<file path="src/rtl/data_level_demux.sv">
// Registered 1-to-N valid/ready demux: one holding register, 1-cycle latency, 1 beat/clk pass-through.
// Backpressure: in_ready drops only while the held beat's channel is not ready. Optional per-channel
// drain counters on beat_cnt are enabled with `define DATA_DEMUX_STATS_EN.
module data_level_demux #(
  parameter int DATA_W = 8,
  parameter int SEL_W  = 1
) (
  input  logic                    clk,
  input  logic                    rst_n,
  input  logic [DATA_W-1:0]       in_data,
  input  logic [SEL_W-1:0]        in_sel,
  input  logic                    in_valid,
  output logic                    in_ready,
  input  logic                    rr_en,
  output logic [DATA_W-1:0]       out_data,
  output logic [2**SEL_W-1:0]     out_valid,
  input  logic [2**SEL_W-1:0]     out_ready,
  output logic [SEL_W-1:0]        cur_sel
`ifdef DATA_DEMUX_STATS_EN
  ,
  output logic [16*(2**SEL_W)-1:0] beat_cnt
`endif
);

  localparam int N_OUT = 2**SEL_W;

  typedef enum logic {EMPTY = 1'b0, FULL = 1'b1} state_t;

  state_t              state, state_nxt;
  logic [DATA_W-1:0]   hold_data;
  logic [SEL_W-1:0]    hold_sel;
  logic [SEL_W-1:0]    rr_ptr;
  logic [SEL_W-1:0]    dest;
  logic                full;
  logic                drain;
  logic                accept;

  assign full     = (state == FULL);
  // Only the channel owning the held beat can release it.
  assign drain    = full & out_ready[hold_sel];
  assign in_ready = ~full | drain;
  assign accept   = in_valid & in_ready;
  assign dest     = rr_en ? rr_ptr : in_sel;

  always_ff @(posedge clk) begin
    if (!rst_n) begin
      state <= EMPTY;
    end else begin
      state <= state_nxt;
    end
  end

  always_comb begin
    state_nxt = state;
    case (state)
      EMPTY:   if (accept) state_nxt = FULL;
      FULL:    if (drain && !accept) state_nxt = EMPTY;
      default: state_nxt = EMPTY;
    endcase
  end

  // Everything is gated by accept, so X on in_data/in_sel with in_valid=0 never lands in state.
  always_ff @(posedge clk) begin
    if (!rst_n) begin
      hold_data <= '0;
      hold_sel  <= '0;
      rr_ptr    <= '0;
    end else if (accept) begin
      hold_data <= in_data;
      hold_sel  <= dest;
      if (rr_en) rr_ptr <= rr_ptr + SEL_W'(1);
    end
  end

  always_comb begin
    out_valid = '0;
    if (full) out_valid[hold_sel] = 1'b1;
  end

  assign out_data = hold_data;
  assign cur_sel  = full ? hold_sel : rr_ptr;

`ifdef DATA_DEMUX_STATS_EN
  for (genvar k = 0; k < N_OUT; k++) begin : g_cnt
    logic [15:0] cnt;
    always_ff @(posedge clk) begin
      if (!rst_n) begin
        cnt <= '0;
      end else if (drain && (hold_sel == SEL_W'(k)) && (cnt != 16'hFFFF)) begin
        cnt <= cnt + 16'd1;
      end
    end
    assign beat_cnt[16*k +: 16] = cnt;
  end
`endif

endmodule

</file>
<file path="config.mk">
export PLATFORM = sky130hd
export DESIGN_NAME = data_level_demux
export DESIGN_NICKNAME = d
export VERILOG_FILES = /design/src/rtl/data_level_demux.sv
export SDC_FILE = /design/constraint.sdc
export NUM_CORES = 1
export LEC_CHECK = 0
export ABC_AREA = 1
export ABC_CLOCK_PERIOD_IN_PS = 2330
export CORE_MARGIN = 8
export CORE_UTILIZATION = 41
export DETAILED_ROUTE_END_ITERATION = 8
export GPL_TIMING_DRIVEN = 0
export HOLD_SLACK_MARGIN = 0.1
export PLACE_DENSITY = 0.87
export SYNTH_ARGS = -nofsm -noshare
export SYNTH_HDL_FRONTEND = slang
export SYNTH_SLANG_ARGS = --single-unit
</file>
<file path="constraint.sdc">
create_clock -name clk -period 2.33 [get_ports clk]
set_clock_uncertainty 0.2 [all_clocks]
set_input_delay 0.3495 -clock clk [delete_from_list [all_inputs] [get_ports clk]]
set_output_delay 0.3495 -clock clk [all_outputs]
set_load 0.01 [all_outputs]
</file>
[Word-level counts from Yosys, hierarchy flattened]
Index checks and enable logic that the tools add are counted.
Word-level totals
  bits of input ports: 15
  ROM bits: 0
  latch bits: 0
  output and inout bits: 12
  register bits after elaboration: 11
  RAM bits: 0
  memories: 0
  logic and storage cells: 25
Cells by class
  add/sub/neg operators: 1
  shift-type cells: 0
  multipliers: 0
  reduce and logical (&&, ||, !) cells: 4
  multiplexer cells: 10
  eq/ne operators: 0
  divide/modulo/power cells: 0
  order comparisons: 2
  bitwise gates (word level): 4
Operators with widths (count)
  $mux 1: 7
  $and 1x1->1: 2
  $logic_and 1x1->1: 2
  $lt 1x2->1 const B: 1
  $mux 2: 1
  $pmux 1 s2: 1
  $reduce_and 2->1: 1
  $add 1x1->1 const B: 1
  $demux 1 s1: 1
  $ge 1x1->1 const B: 1
  $logic_not 1->1: 1
  $not 1->1: 1
  $or 1x1->1: 1

[Longest topological paths before layout]
  word-level depth: 9
  mapped depth: 7
  gate-level depth less buffers: 7

[Worst setup path before layout]
Ideal clock, no wire load.
  kind: reg2out
  start: register hold_sel
  end: output port in_ready
  stages on the path, launching flop included: 4
  path slack: 1.037 ns
  arrival: 0.743 ns
  data required time: 1.781 ns
  path buffers: 1
  cell sequence: dfxtp_1 nand2_1 nand3_2 buf_6
On the way
  word-level cells in the longest chain between the ends: 4
RTL lines
  start: declaration: line 31  | logic [SEL_W-1:0] hold_sel;
  start signal: assignment: line 70  | hold_sel <= dest;
  $mux 1 (implied by the code) (2 in series): line 40  | assign drain = full & out_ready[hold_sel];
  $and 1x1->1: line 40
  $or 1x1->1: line 41  | assign in_ready = ~full | drain;
  end: declaration: line 13  | output logic in_ready,
No other way between the ends. The select of a mux whose other input is x is not followed.

[Worst setup path in the final report]
  start: register state, in the netlist full
  end: output port cur_sel
On the way
  word-level cells in the longest chain between the ends: 1
RTL lines
  start: declaration: line 29  | state_t state, state_nxt;
  start signal: assignment: line 49  | state <= state_nxt;
  $mux 1: line 81  | assign cur_sel = full ? hold_sel : rr_ptr;
  end: declaration: line 18  | output logic [SEL_W-1:0] cur_sel
No other way between the ends.

==> out/results.txt <==
Timing would allow up to 499 MHz. Routed wire length per instance: 12.0 um. The initial detailed-routing violation count was 12; the area enclosed by the die boundary was 2750 um2.

After synthesis the netlist holds a flip-flop and latch count of 11. After the last flow step, the layout net total stands at 121. The portion of the clock cycle consumed by the worst path in the final layout is 0.860, and the actual transition at the worst max-transition pin is 0.310 ns. The height of the die was 52.5 um. The layout-stage area growth over the synthesis result was 57.8%. Total global-route track usage: 0.116. The routed wire length was 1.45 mm. The worst hold path belongs to the class reg2reg. The tools report the worst setup path startpoint as full$_SDFF_PN0_. Clock-pin slew of the registers on the worst-case setup and hold paths: 0.07 ns. Element type at the critical path start: a flop. The peak supply drop was 0.360 mV; the switching power share of the total was 0.274. For the finished layout, the period the worst path requires is 2.00 ns. The number of max-capacitance violations reported is 0, and the TritonCTS sink count is 11.

The logs give 0 for the number of inserted diodes and 220 um2 for the register area. Data on the critical path arrives at its endpoint at 1.46 ns. The run finished with clean final reports. The global placement routability congestion is 0.856. The via-per-instance ratio was 4.68. The initial antenna violation count was 0; the switching power summed over all nets was 0.130 mW.

The mean instance size in the synthesized netlist works out to 7.37 um2. After layout, the design draws a total of 0.473 mW. The logs give 0 for the final count of hold timing violations and 4 for the detailed-routing iteration count for the pre-antenna-repair pass. For this design the ratio of total power to cell area is 550 nW/um2.

The tools report the half-perimeter wire length of the detailed placement result as 1.11 mm. The logs give 0.27 ns for the source-to-sink clock delay at the later pin of the worst-skew pair and 2.44 mm for the first-pass GRT wire length. The sequential fraction of the synthesis area was 0.404.

The launching point of the worst reg2reg path is hold_sel$_SDFFE_PN0P_. The register share of total power was 0.453; the total negative setup slack was 0 ns. Ranked by total cell area, the synthesized netlist is headed by dfxtp_1 40%, nor2_1 15%, nand3b_1 11%, nand2_1 9.6%, inv_1 4.8%. The setup slack of the critical path after layout was 0.325 ns; the ratio of cells with drive above 1 in the final layout was 0.105. After clock tree synthesis, the flow added hold-fix buffers numbering 0.

The clock passes through at most 2 buffers. The region available for standard cell placement spans 1270 um2. The initial core utilization is 0.430.

Entering global routing, the biggest net connects 11 pins. The internal power summed over all cells is 0.343 mW, and the leakage power is 0.388 nW. Setup violations remaining at the end of the flow were counted as 0.

TritonCTS built the clock tree. The total number of vias is 561, and the number of distinct library cells after synthesis is 14. Critical path class: reg2out. STA classifies the critical path endpoint as a primary output. The count of nets left with antenna violations after detail routing was 0; the clock power share was 0.278. In the synthesized netlist, the number of instances is 74. The number of global-route vias before repair came out at 553. After filler insertion, the fill cell instance count of the layout stands at 111.

For this run, design rule violations remaining after detail routing come to 0. At the worst endpoint, the required time is 1.78 ns. Setup repair after global routing left no endpoint under its margin. Net count after synthesis: 89. Count of pins over their slew limit: 0. In this run the most critical hold path is launched from out_data[1]$_SDFFE_PN0P_. The chip width came out at 52.5 um. For flop-to-flop paths, the worst setup slack is 1.00 ns.

The number of levels in the clock H-tree is 1. In this run the cell area of the synthesized design comes to 546 um2. At the placement stage, the worst setup path has a slack of 0.0312 ns. The number of I/O port buffers came out at 26.

Row generation in the floorplan step produced 13 rows. Along the worst path, the maximum fanout reaches 5. The run gives 0.793 as the remaining max-slew budget at the tightest pin. The root buffer cell chosen for the clock tree is clkbuf_4. Of all cell types, the one taking the most synthesized area is dfxtp_1. After global routing the overflow that remains totals 0. The relative contribution of combinational cells to total power came out at 0.269. Fraction of synthesized cell area taken by the top area cell type: 0.404.

The multi-input combinational cells in the finished layout cover a total of 265 um2. Total number of yosys warnings: 0. The number of clock buffers added by TritonCTS is 3. The I/O pin count is 27.
==> state kept, by name, indices dropped and copies added (netlist names) <==
register and count:
out_data 8, rr_ptr 1, full 1, hold_sel 1
==> synthesized netlist by cell type <==
library cell  number
nand3_1            3
inv_1              7
buf_6              2
a21boi_0           1
nand2_1           14
nor2_1            22
o21ai_0            1
nand2_4            1
nand3_2            1
buf_4              1
nand3b_1           8
dfxtp_1           11
a31oi_4            1
inv_2              1
==> cells in the final DEF, fill, tap and decap left out, drive strengths merged <==
cell           netlist  final
a21boi               1      1
a31oi                1      1
buf                  3      4
clkbuf               0      4
clkdlybuf4s50        0     25
dfxtp               11     11
dlymetal6s2s         0      1
inv                  8      8
nand2               15     15
nand3                4      4
nand3b               8      8
nor2                22     22
o21ai                1      1
==> stage by stage <==
step	utilization	instances	hold WS, ns	area (um2)
6_report	0.679	120	0.266	861
5_1_grt	0.679	120	0.301	861
4_1_cts	0.671	119	0.273	851
3_5_place_dp	0.650	115	0.256	825
3_3_place_gp	0.650	115	0.249	825
2_1_floorplan	-	74	0.297	546
==> layout make-up <==
| type | instances | area share |
|---|---|---|
| buffer | 3 | 0.0349 |
| clock buffer | 4 | 0.0305 |
| inverter | 8 | 0.0349 |
| multi-input combinational | 52 | 0.308 |
| sequential | 11 | 0.256 |
| tap | 15 | 0.0218 |
| timing repair buffer | 27 | 0.314 |
==> layer usage <==
| metal | vias up | routed length (um) | track usage |
|---|---|---|---|
| met5 | - | 0 | 0 |
| met4 | 0 | 29 | 0.0647 |
| met3 | 4 | 97 | 0.0426 |
| met2 | 20 | 728 | 0.186 |
| met1 | 245 | 590 | 0.128 |
| li1 | 292 | - | - |
==> critical path, stage by stage (launching register included) <==
cell and delay (ns):
dfxtp_1 0.45, nand2_1 0.10, o21ai_0 0.08, clkdlybuf4s50_1 0.56
==> cell families (layout without fill, tap and decap cells) <==
family | after synthesis | in the layout | share of synthesized area
simple gates | 49 | 49 | 0.424
flops | 11 | 11 | 0.404
compound gates | 3 | 3 | 0.0619
buf+inv | 11 | 42 | 0.110
==> power by group through the flow <==
stage / combinational, mW / sequential, mW / clock, mW
6_report: 0.127 / 0.214 / 0.131
5_1_grt: 0.140 / 0.216 / 0.145
4_1_cts: 0.128 / 0.214 / 0.133
3_5_place_dp: 0.127 / 0.218 / 0
3_3_place_gp: 0.125 / 0.218 / 0
2_1_floorplan: 0.0554 / 0.223 / 0
==> repair_timing <==
action                     4_1_cts  5_1_grt
setup endpoints to repair        0        1
resized for setup                0        1
setup buffers                    0        1
hold endpoints to repair         0        0
==> worst paths after layout <==
check / end / cells past startpoint
max: cur_sel / 3
min: out_data[1]$_SDFFE_PN0P_ / 2
max reg2reg: hold_sel$_SDFFE_PN0P_ / 7
min reg2reg: out_data[1]$_SDFFE_PN0P_ / 2
No activity file was read; power rests on OpenSTA's default activity.
